### config.mk
export PLATFORM = sky130hd
export DESIGN_NAME = pipelined_lookahead_comparator
export DESIGN_NICKNAME = d
export VERILOG_FILES = /design/src/rtl/cmp_pkg.sv /design/src/rtl/look_ahead_logic_cell.sv /design/src/rtl/pipelined_lookahead_comparator.sv
export SDC_FILE = /design/constraint.sdc
export NUM_CORES = 1
export LEC_CHECK = 0
export CORE_AREA = 2 2 62 64
export DETAILED_ROUTE_END_ITERATION = 10
export DIE_AREA = 0 0 64 66
export DONT_BUFFER_PORTS = 1
export GPL_TIMING_DRIVEN = 0
export MAX_ROUTING_LAYER = met4
export PLACE_DENSITY = 0.75
export SLEW_MARGIN = 20
export SYNTH_ARGS = -nofsm -noshare
export SYNTH_HDL_FRONTEND = slang
export SYNTH_SLANG_ARGS = --single-unit
### constraint.sdc
create_clock -name i_CLK -period 2.7 [get_ports i_CLK]
set_input_delay 0.81 -clock i_CLK [delete_from_list [all_inputs] [get_ports i_CLK]]
set_output_delay 0.81 -clock i_CLK [all_outputs]
set_load 0.005 [all_outputs]
### src/rtl/cmp_pkg.sv
// Shared definitions for the look-ahead magnitude comparator family.
//   GROUP_W        : bits handled by one look-ahead first-difference cell
//   onehot_to_idx2 : 4-bit one-hot to 2-bit bit-position encoder
//   CMP_*          : compact result encoding for downstream sort blocks
package cmp_pkg;

    localparam int unsigned GROUP_W = 4;

    typedef logic [1:0] cmp_res_t;

    localparam cmp_res_t CMP_EQ = 2'b00;
    localparam cmp_res_t CMP_LT = 2'b01;
    localparam cmp_res_t CMP_GT = 2'b10;

    // An all-zero vector encodes to 0; callers only use the result when the group differs.
    function automatic logic [1:0] onehot_to_idx2(input logic [GROUP_W-1:0] oh);
        return {oh[3] | oh[2], oh[3] | oh[1]};
    endfunction

endpackage

### src/rtl/look_ahead_logic_cell.sv
// 4-bit look-ahead first-difference cell.
// Ports:
//   a_i, b_i     : 4-bit operand slices
//   first_diff_o : one-hot marker of the most significant bit where a_i != b_i (0 if equal)
//   differs_o    : 1 when the slices differ anywhere
module look_ahead_logic_cell
    import cmp_pkg::*;
(
    input  logic [GROUP_W-1:0] a_i,
    input  logic [GROUP_W-1:0] b_i,
    output logic [GROUP_W-1:0] first_diff_o,
    output logic               differs_o
);

    logic [GROUP_W-1:0] x;

    assign x = a_i ^ b_i;

    // Flat MSB-first priority: every bit sees all higher XORs in parallel.
    assign first_diff_o[3] = x[3];
    assign first_diff_o[2] = x[2] & ~x[3];
    assign first_diff_o[1] = x[1] & ~(x[3] | x[2]);
    assign first_diff_o[0] = x[0] & ~(x[3] | x[2] | x[1]);

    assign differs_o = |x;

endmodule

### src/rtl/pipelined_lookahead_comparator.sv
// Two-stage pipelined signed/unsigned magnitude comparator with valid/ready handshake.
// Ports:
//   i_CLK, i_RST          : clock, asynchronous active-high reset
//   i_VALID, o_READY      : input handshake
//   i_SIGNED              : 1 = two's-complement compare, sampled with the operands
//   i_OPERAND_A/B         : WIDTH-bit operands
//   o_VALID, i_READY      : output handshake
//   o_GT, o_LT, o_EQ      : one-hot compare result (A vs B)
//   o_DIFF_IDX            : most significant differing bit position, 0 when equal
module pipelined_lookahead_comparator
    import cmp_pkg::*;
#(
    parameter int unsigned  WIDTH   = 16,
    localparam int unsigned NGROUPS = WIDTH / GROUP_W,
    localparam int unsigned IDXW    = $clog2(WIDTH)
) (
    input  logic             i_CLK,
    input  logic             i_RST,
    input  logic             i_VALID,
    output logic             o_READY,
    input  logic             i_SIGNED,
    input  logic [WIDTH-1:0] i_OPERAND_A,
    input  logic [WIDTH-1:0] i_OPERAND_B,
    output logic             o_VALID,
    input  logic             i_READY,
    output logic             o_GT,
    output logic             o_LT,
    output logic             o_EQ,
    output logic [IDXW-1:0]  o_DIFF_IDX
);

    if ((WIDTH % GROUP_W) != 0 || WIDTH < 8) begin : g_bad_width
        $error("WIDTH must be a multiple of 4 and at least 8");
    end

    // Stage 1: per-group look-ahead cells
    logic [NGROUPS-1:0]              grp_diff;
    logic [NGROUPS-1:0][GROUP_W-1:0] grp_oh;

    for (genvar g = 0; g < NGROUPS; g++) begin : g_cell
        look_ahead_logic_cell u_cell (
            .a_i          (i_OPERAND_A[g*GROUP_W +: GROUP_W]),
            .b_i          (i_OPERAND_B[g*GROUP_W +: GROUP_W]),
            .first_diff_o (grp_oh[g]),
            .differs_o    (grp_diff[g])
        );
    end

    logic                            s1_valid_q;
    logic [NGROUPS-1:0]              s1_diff_q;
    logic [NGROUPS-1:0][GROUP_W-1:0] s1_oh_q;
    logic [WIDTH-1:0]                s1_a_q;
    logic                            s1_signed_q;
    logic                            s1_msb_q;

    logic            out_valid_q;
    logic            gt_q;
    logic            lt_q;
    logic            eq_q;
    logic [IDXW-1:0] idx_q;

    logic s1_adv;
    logic s2_adv;

    // Ready is combinational from the output side so a full pipe still streams 1/cycle.
    assign s2_adv  = !out_valid_q || i_READY;
    assign s1_adv  = !s1_valid_q || s2_adv;
    assign o_READY = s1_adv;

    always_ff @(posedge i_CLK or posedge i_RST) begin
        if (i_RST) begin
            s1_valid_q  <= 1'b0;
            s1_diff_q   <= '0;
            s1_oh_q     <= '0;
            s1_a_q      <= '0;
            s1_signed_q <= 1'b0;
            s1_msb_q    <= 1'b0;
        end else if (s1_adv) begin
            s1_valid_q <= i_VALID;
            if (i_VALID) begin
                s1_diff_q   <= grp_diff;
                s1_oh_q     <= grp_oh;
                s1_a_q      <= i_OPERAND_A;
                s1_signed_q <= i_SIGNED;
                s1_msb_q    <= i_OPERAND_A[WIDTH-1];
            end
        end
    end

    // Stage 2: group priority, index encode and result decision
    logic            any_diff;
    logic [IDXW-1:0] diff_idx;
    logic            a_bit;
    logic            gt_d;
    logic            lt_d;
    logic            eq_d;

    always_comb begin
        any_diff = |s1_diff_q;
        diff_idx = '0;
        // Ascending scan: the last hit is the most significant differing group.
        for (int g = 0; g < NGROUPS; g++) begin
            if (s1_diff_q[g]) begin
                diff_idx = IDXW'(g * GROUP_W) | IDXW'(onehot_to_idx2(s1_oh_q[g]));
            end
        end
        a_bit = s1_a_q[diff_idx];
        gt_d  = 1'b0;
        lt_d  = 1'b0;
        eq_d  = 1'b0;
        if (!any_diff) begin
            eq_d = 1'b1;
        end else if (s1_signed_q && diff_idx == IDXW'(WIDTH - 1)) begin
            // Sign bits differ: the negative operand is the smaller one.
            gt_d = ~s1_msb_q;
            lt_d = s1_msb_q;
        end else begin
            gt_d = a_bit;
            lt_d = ~a_bit;
        end
    end

    always_ff @(posedge i_CLK or posedge i_RST) begin
        if (i_RST) begin
            out_valid_q <= 1'b0;
            gt_q        <= 1'b0;
            lt_q        <= 1'b0;
            eq_q        <= 1'b0;
            idx_q       <= '0;
        end else if (s2_adv) begin
            out_valid_q <= s1_valid_q;
            // Result fields only move on a real transfer; they hold otherwise.
            if (s1_valid_q) begin
                gt_q  <= gt_d;
                lt_q  <= lt_d;
                eq_q  <= eq_d;
                idx_q <= diff_idx;
            end
        end
    end

    assign o_VALID    = out_valid_q;
    assign o_GT       = gt_q;
    assign o_LT       = lt_q;
    assign o_EQ       = eq_q;
    assign o_DIFF_IDX = idx_q;

endmodule

Word level (Yosys, flattened, before mapping):

Index checks and enable logic that the tools add are counted.
Widths: inputs -> output; s select.

* register bits: 47
* bits of input ports: 37
* logic and storage cells: 85

* order comparisons: 1
* equality and inequality tests: 1
* multiplexer cells: 11
* bitwise gates (word level): 46
* reduce and logical (&&, ||, !) cells: 12

Operator list (count)
* $reduce_or 4->1: 5
* $or 1x1->1: 16
* $xor 4x4->4: 4
* $not 1->1: 14
* $and 1x1->1: 12
* $mux 4: 3
* $mux 1: 6
* $lt 4x5->1 const B: 1
* $bmux 1 s4: 1
* $eq 4x4->1 const B: 1
* $reduce_and 2->1: 2
* $logic_not 1->1: 2
* $logic_or 1x1->1: 2
* $mux 2: 1
* $logic_and 1x1->1: 1

Depth between registers and ports, before layout:

Gate-level depths: netlist (run 1).

* word-level depth: 10
* mapped depth: 8
* mapped depth without buffers: 7

Hierarchy:

From an unflattened synthesis (run 1), not the netlist that was laid out.

* cell total of the unflattened synthesis: 182
* area, all modules: 2238.4 um^2

By module, submodules not included
* pipelined_lookahead_comparator: times used 1, cells each 146, area each 1903.1 um^2
* look_ahead_logic_cell: times used 4, cells each 9, area each 83.8 um^2

Least setup slack after synthesis (run 1):

OpenSTA, ideal clock, no wires.

* path type: flip-flop to flip-flop
* start: register s1_diff_q[2]
* end: register lt_q (netlist: o_LT)
* setup time: 0.069 ns
* data arrival time: 1.872 ns
* path slack: 0.759 ns
* cell stages (with the launch flop): 8
* buffers on the path: 1
* clock period less this slack: 1.941 ns
* cells stage by stage: dfrtp_1 or2_1 buf_2 o21ai_4 mux2i_1 o32ai_1 or4_1 nand3_1

* longest elaborated chain between the ends: 7
* elaborated cells on any way between the ends: 10
* those cells by class: eq/ne: 1; mux: 6; bitwise: 1; reduce/logical: 2

Ends and longest elaborated chain
* start, declared: line pipelined_lookahead_comparator.sv:50 `logic [NGROUPS-1:0] s1_diff_q;`
* start signal, assigned: line pipelined_lookahead_comparator.sv:81 `s1_diff_q <= grp_diff;`
* $mux 4 (2 in a row): line pipelined_lookahead_comparator.sv:103 `if (s1_diff_q[g]) begin`
* $bmux 1 s4: line pipelined_lookahead_comparator.sv:107 `a_bit = s1_a_q[diff_idx];`
* $mux 1 (implied by the code): line pipelined_lookahead_comparator.sv:107
* $not 1->1: line pipelined_lookahead_comparator.sv:119 `lt_d = ~a_bit;`
* $mux 1: line pipelined_lookahead_comparator.sv:113 `end else if (s1_signed_q && diff_idx == IDXW'(WIDTH - 1)) begin`
* $mux 1 *: line pipelined_lookahead_comparator.sv:111 `if (!any_diff) begin`
* end signal, assigned: line pipelined_lookahead_comparator.sv:135 `lt_q <= lt_d;`
* end, declared: line pipelined_lookahead_comparator.sv:58 `logic lt_q;`

Every way passes the cells marked *; elsewhere a longest branch is shown, timed or not. The select of a mux whose other input is x is not followed.
A chain may end at the register's enable or synchronous reset.

Worst setup path in the final report (run 1):

Same ends and word-level chain as after synthesis.

==> impl_metrics.env, run 1 <==
export IMPL_start_util=0.596
export IMPL_area_growth_synth_to_final_pct=5.91
export IMPL_slew_violations=0
export IMPL_layout_min_cycle_time_ns=2.25
export IMPL_timing_fmax_mhz=445
export IMPL_vias_per_cell=5.52
export IMPL_io_buffers=0
export IMPL_clkPwrFrac=0.203
export IMPL_use_met1=0.314
export IMPL_vias=1579
export IMPL_synth_area_leader_cell="dfrtp_1"
export IMPL_p_leak_nw=1.01
export IMPL_layout_nets=275
export IMPL_root_buffer="clkbuf_4"
export IMPL_grt_pass1_wl_um=7200
export IMPL_top_usage_layer="met2"
export IMPL_syn_area_sq_mm=0.00212
export IMPL_seq_power_share=0.557
export IMPL_dp_slack_ns=0.512
export IMPL_holdWs_ns=0.308
export IMPL_synth_seq_area_share=0.496
export IMPL_critical_path_startpoint_type="flip-flop"
export IMPL_pin_count=46
export IMPL_antenna_cells=0
export IMPL_mostFrequentLayoutCell="nand2_1"
export IMPL_clock_path_buffers=2
export IMPL_crit_buf_inv=1
export IMPL_use_met3=0.0545
export IMPL_wirelength_um=4360
export IMPL_post_drt_wl_per_cell_um=15.2
export IMPL_p_int_w=0.000955
export IMPL_cts_htree_levels=2
export IMPL_dieWidth_um=64
export IMPL_drc=0
export IMPL_crit_required_ns=2.99
export IMPL_synthCells=230
export IMPL_grt_max_degree=26
export IMPL_crit_family="simple AND/OR/NAND/NOR gates"
export IMPL_critPathSlowestCell="or4_1"
export IMPL_pwr_share_comb=0.240
export IMPL_synth_fp_nets=267
export IMPL_clk_latency_ns=0.35
export IMPL_core_area_sq_mm=0.00355
export IMPL_peakVddDrop_v=0.000280
export IMPL_fin_worst_skew_ns=0.00452
export IMPL_timing_final_ws_setup_ns=0.453
export IMPL_finalHoldViolCount=0
export IMPL_synth_seq_cells=42
export IMPL_critical_path_class="reg2reg"
export IMPL_hold_class="in2async"
export IMPL_syn_area_per_cell_sq_um=9.20
export IMPL_yosys_warnings=0
export IMPL_grt_overflow_total=0
export IMPL_synth_edf_count=0
export IMPL_first_global_vias=1520
export IMPL_post_cts_setup_buffer_count=0
export IMPL_rsz0062_at_grt="no"
export IMPL_design_area_sq_mm=0.00224
export IMPL_cts_buffers=5
export IMPL_switchingPower_w=0.000443
export IMPL_cp_max_fo=9
export IMPL_status="completed"
export IMPL_dieArea_sq_mm=0.00422
export IMPL_cts_resized=0
export IMPL_finalSetupViolCount=0
export IMPL_ys_flop_type="dfrtp_1"
export IMPL_path_clk_slew_ns=0.11
export IMPL_gr_usage_met2=0.359
export IMPL_p_sw_frac=0.317
export IMPL_synth_async_reset_ratio=1.00
export IMPL_powerDensity_mw_per_mm2=623
export IMPL_drtIter0Drc=67
export IMPL_final_cell_mix="nand2_1, dfrtp_1, xnor2_1, o21ai_0, clkbuf_1"
export IMPL_fin_crit_sh=0.832
export IMPL_antenna_left=0
export IMPL_maxCapViolations=0
export IMPL_finalPower_w=0.00140
export IMPL_crit_arrival_ns=2.54
export IMPL_slew_headroom=0.576
export IMPL_cts_tree="built"
export IMPL_yosysUniqueCellTypes=41
export IMPL_drive_above_1_share=0.0798
export IMPL_grt_use_total=0.238
export IMPL_place_congestion=0.824
export IMPL_cp_cell_sequence="or2_1 > buf_2 > o21ai_4 > mux2i_1 > o32ai_1 > or4_1 > nand3_1"
export IMPL_synth_top_area_share=0.496
export IMPL_yosys_top_cells_area="dfrtp_1, nand2_1, xnor2_1"
export IMPL_cts_hold_buffers=0
export IMPL_rows=22
export IMPL_dpl_hpwl_um=3210
export IMPL_drt_pass1_iter_count=4
export IMPL_die_height_um=66
export IMPL_critPathMaxStageDelay_ns=0.51
export IMPL_setup_tns_ns=0
export IMPL_antenna_found_initial=0
export IMPL_cts_sinks=42
export IMPL_crit_path_end_kind="flip-flop"
export IMPL_tightest_slew_ns=0.637
export IMPL_dpl_cell_area_sq_mm=0.00220
-- state kept, by name (all words and copies together) (netlist names), 4 cells and up --
name and flops:
o_DIFF_IDX 4, s1_a_q 16, s1_diff_q 4, s1_oh_q 12
-- layout make-up --
type | instances | area [sq um]
inverter | 2 | 7.51
multi-input combinational | 176 | 1010
sequential | 42 | 1050
timing repair buffer | 1 | 20.0
fill | 311 | 1310
tap | 48 | 60.1
clock buffer | 7 | 45.0
buffer | 10 | 46.3
-- power groups by stage --
stage | registers (W) | clock network (W) | logic, W
2_1_floorplan | 0.000775 | 0 | 0.000266
3_3_place_gp | 0.000787 | 0 | 0.000325
3_5_place_dp | 0.000791 | 0 | 0.000336
4_1_cts | 0.000779 | 0.000293 | 0.000337
5_1_grt | 0.000791 | 0.000317 | 0.000377
6_report | 0.000778 | 0.000284 | 0.000336
-- worst paths after layout --
kind / start / endpoint / slack, ns / depth (start not counted)
worst min register to register: s1_oh_q[6]$_DFFE_PP0P_ / s1_oh_q[6]$_DFFE_PP0P_ / 0.48 / 2
max in group asynchronous: i_RST / s1_oh_q[14]$_DFFE_PP0P_ / 1.93 / 2
min in group i_CLK: s1_oh_q[6]$_DFFE_PP0P_ / s1_oh_q[6]$_DFFE_PP0P_ / 0.48 / 2
worst max-delay path: s1_diff_q[2]$_DFFE_PP0P_ / o_LT$_DFFE_PP0P_ / 0.45 / 7
worst max register to register: s1_diff_q[2]$_DFFE_PP0P_ / o_LT$_DFFE_PP0P_ / 0.45 / 7
worst min-delay path: i_RST / o_VALID$_DFFE_PP0P_ / 0.31 / 1
-- kinds of logic (layout without fill, tap and decap cells) --
| group | after synthesis | in the layout | synth area share |
|---|---|---|---|
| simple gates | 116 | 116 | 0.248 |
| flops | 42 | 42 | 0.496 |
| mux | 10 | 10 | 0.0496 |
| compound gates | 34 | 34 | 0.115 |
| buf+inv | 12 | 20 | 0.0254 |
| xor+xnor | 16 | 16 | 0.0662 |
-- synthesized netlist by cell type, types with 2 or more instances --
master,count
nand2b_1,4
nand2_1,83
o22a_1,4
nand3_1,5
xnor2_1,16
clkbuf_1,7
o21ai_1,2
mux2_2,3
dfrtp_1,42
or2_2,2
nand3b_1,5
or2_1,2
nor2_1,6
o21ai_0,15
nor2b_1,2
inv_1,2
mux2i_1,6
-- worst register-to-register path, cell delays in order (launching register included) --
cell,delay [ns]
dfrtp_1,0.49
or2_1,0.24
buf_2,0.17
o21ai_4,0.31
mux2i_1,0.28
o32ai_1,0.13
or4_1,0.51
nand3_1,0.08
-- per-stage QoR --
step           instances   util
5_1_grt              286  0.631
2_1_floorplan        230      -
6_report             286  0.631
3_5_place_dp         279  0.619
3_3_place_gp         278  0.613
4_1_cts              286  0.631
-- routing by layer --
metal | up-vias | share of wire
met4 | 0 | 0.016
met5 | - | 0
met3 | 9 | 0.057
met1 | 741 | 0.46
met2 | 52 | 0.47
li1 | 777 | -
Power figures use the tool's default switching activity.
==> run 2: changes to the inputs <==
--- a/config.mk
+++ b/config.mk
@@ -5,13 +5,13 @@
 export SDC_FILE = /design/constraint.sdc
 export NUM_CORES = 1
 export LEC_CHECK = 0
-export CORE_AREA = 2 2 62 64
+export CORE_AREA = 2 2 65 67
 export DETAILED_ROUTE_END_ITERATION = 10
-export DIE_AREA = 0 0 64 66
+export DIE_AREA = 0 0 67 69
 export DONT_BUFFER_PORTS = 1
 export GPL_TIMING_DRIVEN = 0
 export MAX_ROUTING_LAYER = met4
-export PLACE_DENSITY = 0.75
+export PLACE_DENSITY = 0.72
 export SLEW_MARGIN = 20
 export SYNTH_ARGS = -nofsm -noshare
 export SYNTH_HDL_FRONTEND = slang
==> constraint.sdc (replaced) <==
create_clock -name i_CLK -period 1.9 [get_ports i_CLK]
set_input_delay 0.57 -clock i_CLK [delete_from_list [all_inputs] [get_ports i_CLK]]
set_output_delay 0.57 -clock i_CLK [all_outputs]
set_load 0.005 [all_outputs]
==> impl_metrics.env, run 2 (same netlist as run 1, synthesis figures left out) <==
export IMPL_core_area_sq_mm=0.00391
export IMPL_startpoint="s1_diff_q[2]$_DFFE_PP0P_"
export IMPL_cts_buffers=5
export IMPL_cts_htree_levels=2
export IMPL_r2r_cells=7
export IMPL_crit_arrival_ns=2.32
export IMPL_mostFrequentLayoutCell="nand2_1"
export IMPL_m1WireLength_um=2090
export IMPL_path_clk_slew_ns=0.08
export IMPL_first_global_vias=1693
export IMPL_crit_required_ns=2.14
export IMPL_rows=23
export IMPL_status="complete, but fails checks"
export IMPL_slew_violations=0
export IMPL_grt_use_total=0.233
export IMPL_finalPower_w=0.00232
export IMPL_die_height_um=69
export IMPL_peakVddDrop_v=0.000536
export IMPL_pin_count=46
export IMPL_p_int_w=0.00159
export IMPL_grt_max_degree=26
export IMPL_dpl_cell_count=281
export IMPL_finalSetupViolCount=2
export IMPL_switchingPower_w=0.000725
export IMPL_clock_path_buffers=2
export IMPL_hold_class="in2async"
export IMPL_tightest_slew_ns=0.609
export IMPL_maxCapViolations=0
export IMPL_endpoint="o_LT$_DFFE_PP0P_"
export IMPL_io_buffers=0
export IMPL_antenna_found_initial=0
export IMPL_crit_path_end_kind="flip-flop"
export IMPL_antenna_left=0
export IMPL_timing_fmax_mhz=480
export IMPL_place_congestion=0.795
export IMPL_layout_nets=284
export IMPL_p_leak_nw=1.08
export IMPL_start_util=0.541
export IMPL_drt_pass1_iter_count=4
export IMPL_r2r_end="o_LT$_DFFE_PP0P_"
export IMPL_fin_worst_skew_ns=0.00407
export IMPL_grt_pass1_wl_um=7870
export IMPL_pwr_share_comb=0.262
export IMPL_registers_top_by_ff_count="s1_a_q"
export IMPL_top_regs="s1_a_q: 16 flops, s1_oh_q: 12 flops"
export IMPL_clk_latency_ns=0.29
export IMPL_critical_path_class="reg2reg"
export IMPL_post_drt_wl_per_cell_um=15.7
export IMPL_area_growth_synth_to_final_pct=15.2
export IMPL_p_sw_frac=0.313
export IMPL_powerDensity_mw_per_mm2=951
export IMPL_drtIter0Drc=98
export IMPL_vias_per_cell=5.47
export IMPL_critical_path_startpoint_type="flip-flop"
export IMPL_r2r_setup_slack_ns=-0.18
export IMPL_largest_reg_flops=16
export IMPL_dpl_hpwl_um=3280
export IMPL_timing_final_ws_setup_ns=-0.183
export IMPL_holdWs_ns=0.139
export IMPL_vias=1630
export IMPL_met2_length_um=2180
export IMPL_seq_power_share=0.478
export IMPL_slew_headroom=0.594
export IMPL_cp_max_fo=5
export IMPL_drc=0
export IMPL_cts_tree="built"
export IMPL_grt_overflow_total=0
export IMPL_layout_min_cycle_time_ns=2.08
export IMPL_finalHoldViolCount=0
export IMPL_dp_slack_ns=-0.263
export IMPL_violations="setup timing"
export IMPL_dieWidth_um=67
export IMPL_clkPwrFrac=0.260
export IMPL_finalNonFillerCells=298
export IMPL_rsz0062_at_grt="yes"
export IMPL_wirelength_um=4680
export IMPL_final_cell_mix="nand2_1, dfrtp_1, xnor2_1, o21ai_0"
export IMPL_fillers=352
export IMPL_root_buffer="clkbuf_8"
export IMPL_fin_crit_sh=1.10
export IMPL_dieArea_sq_mm=0.00462
export IMPL_met3_length_um=302
export IMPL_highest_layer="met4"
export IMPL_drive_above_1_share=0.165
export IMPL_antenna_cells=0
export IMPL_cts_sinks=42
export IMPL_rr_startpoint="s1_diff_q[2]$_DFFE_PP0P_"
==> run 2: changes by cell type in the layout (fill, tap and decap cells not counted), sizes merged <==
cell | previous run | this run
buf | 4 | 13
clkbuf | 14 | 13
clkinv | 0 | 1
clkinvlp | 0 | 1
==> run 2: power groups by stage <==
stage	Sequential (W)	Clock, W	Combinational [W]
after floorplan	0.00110	0	0.000378
after global placement	0.00112	0	0.000465
after detailed placement	0.00112	0	0.000481
after CTS	0.00110	0.000610	0.000575
after global routing	0.00113	0.000660	0.000672
final	0.00111	0.000603	0.000607
==> run 2: metrics by stage <==
step / TNS (ns) / instance area [sq um] / utilization
after CTS: -0.239 / 2410 / 0.615
after global routing: -0.443 / 2440 / 0.623
after floorplan: 0 / 2120 / -
after global placement: -3.75 / 2190 / 0.559
final: -0.266 / 2440 / 0.623
after detailed placement: -0.403 / 2210 / 0.564
==> run 2: worst max-delay path: stages (launching register included) <==
cell	delay, ns
dfrtp_2	0.42
or2_1	0.24
buf_6	0.13
o21ai_4	0.22
mux2i_2	0.27
o32ai_2	0.12
or4_1	0.52
nand3_1	0.09
==> run 2: how the worst min path moves through the flow <==
stage	slack, ns	endpoint	cells after the start	startpoint
floorplan	0.43	s1_oh_q[6]$_DFFE_PP0P_	2	s1_oh_q[6]$_DFFE_PP0P_
global placement	0.45	s1_oh_q[6]$_DFFE_PP0P_	2	s1_oh_q[6]$_DFFE_PP0P_
finish	0.14	s1_valid_q$_DFFE_PP0N_	1	i_RST
detailed placement	0.45	s1_oh_q[6]$_DFFE_PP0P_	2	s1_oh_q[6]$_DFFE_PP0P_
global route	0.15	s1_valid_q$_DFFE_PP0N_	1	i_RST
CTS	0.15	s1_valid_q$_DFFE_PP0N_	1	i_RST
==> run 2: repair_timing <==
item	CTS	global route
buffers inserted	9	0
setup endpoints to repair	2	2
hold buffers	0	0
resized for setup	6	7
pin swaps	11	4
==> run 2: layout make-up <==
cell class	instances	area, sq um	area share
tap	50	62.6	0.0257
clock inverter	2	12.5	0.00513
timing repair buffer	10	104	0.0426
buffer	10	52.6	0.0215
inverter	2	7.51	0.00308
sequential	42	1050	0.432
multi-input combinational	176	1060	0.437
clock buffer	6	82.6	0.0339
==> run 2: layer usage <==
| metal | vias to the layer above | global-route usage |
|---|---|---|
| met4 | 0 | 0.0884 |
| met2 | 61 | 0.351 |
| li1 | 797 | - |
| met5 | - | - |
| met1 | 762 | 0.301 |
| met3 | 10 | 0.0604 |
==> run 3: changes to the inputs <==
--- a/config.mk
+++ b/config.mk
@@ -5,13 +5,13 @@
 export SDC_FILE = /design/constraint.sdc
 export NUM_CORES = 1
 export LEC_CHECK = 0
-export CORE_AREA = 2 2 65 67
+export CORE_AREA = 2 2 60 62
 export DETAILED_ROUTE_END_ITERATION = 10
-export DIE_AREA = 0 0 67 69
+export DIE_AREA = 0 0 62 64
 export DONT_BUFFER_PORTS = 1
 export GPL_TIMING_DRIVEN = 0
 export MAX_ROUTING_LAYER = met4
-export PLACE_DENSITY = 0.72
+export PLACE_DENSITY = 0.8
 export SLEW_MARGIN = 20
 export SYNTH_ARGS = -nofsm -noshare
 export SYNTH_HDL_FRONTEND = slang
==> constraint.sdc (replaced) <==
create_clock -name i_CLK -period 2.4 [get_ports i_CLK]
set_input_delay 0.72 -clock i_CLK [delete_from_list [all_inputs] [get_ports i_CLK]]
set_output_delay 0.72 -clock i_CLK [all_outputs]
set_load 0.005 [all_outputs]
==> impl_metrics.env, run 3 (same netlist as run 1, synthesis figures left out) <==
export IMPL_post_cts_setup_buffer_count=0
export IMPL_vias=1571
export IMPL_finalSetupViolCount=0
export IMPL_rsz0062_at_grt="no"
export IMPL_hold_class="in2async"
export IMPL_cts_hold_buffers=0
export IMPL_cts_resized=0
export IMPL_fillers=282
export IMPL_cp_cell_sequence="or2_1 > buf_2 > o21ai_4 > mux2i_1 > o32ai_1 > or4_1 > nand3_1"
export IMPL_clkPwrFrac=0.227
export IMPL_layout_nets=275
export IMPL_cts_buffers=5
export IMPL_clock_path_buffers=2
export IMPL_cts_sinks=42
export IMPL_grt_overflow_total=0
export IMPL_r2r_cells=7
export IMPL_cts_tree="built"
export IMPL_status="completed"
export IMPL_registers_top_by_ff_count="s1_a_q"
export IMPL_crit_buf_inv=1
export IMPL_clk_latency_ns=0.35
export IMPL_design_area_sq_mm=0.00226
export IMPL_cp_max_fo=9
export IMPL_crit_family="simple AND/OR/NAND/NOR gates"
export IMPL_drive_above_1_share=0.0879
export IMPL_dieWidth_um=62
export IMPL_dpl_cell_area_sq_mm=0.00220
export IMPL_dieArea_sq_mm=0.00397
export IMPL_place_congestion=0.890
export IMPL_slew_violations=0
export IMPL_final_cell_mix="nand2_1, dfrtp_1, xnor2_1, o21ai_0, clkbuf_1"
export IMPL_critPathMaxStageDelay_ns=0.52
export IMPL_crit_arrival_ns=2.50
export IMPL_finalPower_w=0.00162
export IMPL_p_int_w=0.00111
export IMPL_pin_count=46
export IMPL_drc=0
export IMPL_r2r_setup_slack_ns=0.19
export IMPL_drt_pass1_iter_count=4
export IMPL_root_buffer="clkbuf_4"
export IMPL_antenna_found_initial=0
export IMPL_timing_fmax_mhz=452
export IMPL_first_global_vias=1539
export IMPL_crit_path_end_kind="flip-flop"
export IMPL_slew_headroom=0.621
export IMPL_finalHoldViolCount=0
export IMPL_maxCapViolations=0
export IMPL_fin_worst_skew_ns=0.00806
export IMPL_powerDensity_mw_per_mm2=715
export IMPL_die_height_um=64
export IMPL_switchingPower_w=0.000511
export IMPL_fin_util=0.689
export IMPL_crit_required_ns=2.69
export IMPL_grt_max_degree=26
export IMPL_area_growth_synth_to_final_pct=6.86
export IMPL_critical_path_class="reg2reg"
export IMPL_pwr_share_comb=0.232
export IMPL_vias_per_cell=5.51
export IMPL_top_regs="s1_a_q: 16 flops, s1_oh_q: 12 flops"
export IMPL_antenna_left=0
export IMPL_antenna_cells=0
export IMPL_mostFrequentLayoutCell="nand2_1"
export IMPL_seq_power_share=0.541
export IMPL_start_util=0.645
export IMPL_core_area_sq_mm=0.00328
export IMPL_post_drt_wl_per_cell_um=14.5
export IMPL_cts_htree_levels=2
export IMPL_layout_min_cycle_time_ns=2.21
export IMPL_p_leak_nw=1.02
export IMPL_rr_startpoint="s1_diff_q[2]$_DFFE_PP0P_"
export IMPL_drtIter0Drc=96
export IMPL_dpl_hpwl_um=3100
export IMPL_tightest_slew_ns=0.568
export IMPL_p_sw_frac=0.316
export IMPL_grt_use_total=0.250
export IMPL_grt_pass1_wl_um=7040
export IMPL_path_clk_slew_ns=0.12
export IMPL_io_buffers=0
export IMPL_wirelength_um=4140
export IMPL_fin_crit_sh=0.922
export IMPL_peakVddDrop_v=0.000389
export IMPL_largest_reg_flops=16
export IMPL_setup_tns_ns=0
export IMPL_rows=21
export IMPL_r2r_end="o_LT$_DFFE_PP0P_"
export IMPL_critPathSlowestCell="or4_1"
export IMPL_critical_path_startpoint_type="flip-flop"
[run 3: changes by cell type in the layout (fill, tap and decap cells not counted), moves of 2 or more]
cell,delta
buf_4,-7
buf_12,-2
clkbuf_8,-5
clkbuf_4,+5
mux2i_1,+4
buf_6,-2
mux2i_2,-3
[run 3: final cells by class]
class | instances | area (sq um) | area share
Clock inverter | 1 | 5.00 | 0.00221
Clock buffer | 7 | 55.1 | 0.0243
Tap cell | 46 | 57.6 | 0.0254
Inverter | 2 | 7.51 | 0.00332
Multi-Input combinational cell | 176 | 1010 | 0.447
Sequential cell | 42 | 1050 | 0.465
Buffer | 10 | 46.3 | 0.0205
Timing Repair Buffer | 1 | 27.5 | 0.0122
[run 3: how the worst max path moves through the flow]
stage / from / end / slack [ns] / cells past startpoint
global route: s1_diff_q[2]$_DFFE_PP0P_ / o_LT$_DFFE_PP0P_ / 0.09 / 7
global placement: s1_diff_q[2]$_DFFE_PP0P_ / o_LT$_DFFE_PP0P_ / 0.24 / 7
floorplan: s1_diff_q[2]$_DFFE_PP0P_ / o_LT$_DFFE_PP0P_ / 0.46 / 7
CTS: s1_diff_q[2]$_DFFE_PP0P_ / o_LT$_DFFE_PP0P_ / 0.20 / 7
detailed placement: s1_diff_q[2]$_DFFE_PP0P_ / o_LT$_DFFE_PP0P_ / 0.22 / 7
finish: s1_diff_q[2]$_DFFE_PP0P_ / o_LT$_DFFE_PP0P_ / 0.19 / 7
[run 3: worst reg2reg max path, cell delays in order, from the launching register on]
cell,delay [ns]
dfrtp_1,0.48
or2_1,0.23
buf_2,0.17
o21ai_4,0.30
mux2i_1,0.26
o32ai_1,0.13
or4_1,0.52
nand3_1,0.08
[run 3: power groups by stage]
stage / combinational (W) / sequential, W / clock [W]
detailed placement: 0.000375 / 0.000890 / 0
floorplan: 0.000299 / 0.000872 / 0
CTS: 0.000376 / 0.000875 / 0.000369
finish: 0.000376 / 0.000875 / 0.000367
global placement: 0.000363 / 0.000885 / 0
global route: 0.000426 / 0.000893 / 0.000407
[run 3: metal layers]
metal  wire length (um)  global-route usage  up-vias
met4                 51              0.0638        0
met1               2010               0.347      733
met3                225              0.0668        7
li1                   -                   -      784
met5                  0                   -        -
met2               1850               0.363       47
[run 3: metrics by stage]
step                      worst slack (ns)  hold WS [ns]  instances
after floorplan                      0.459         0.433        230
after global placement               0.241         0.446        276
after detailed placement             0.222         0.450        277
after CTS                            0.196         0.234        285
after global routing                0.0949         0.237        285
final                                0.188         0.226        285
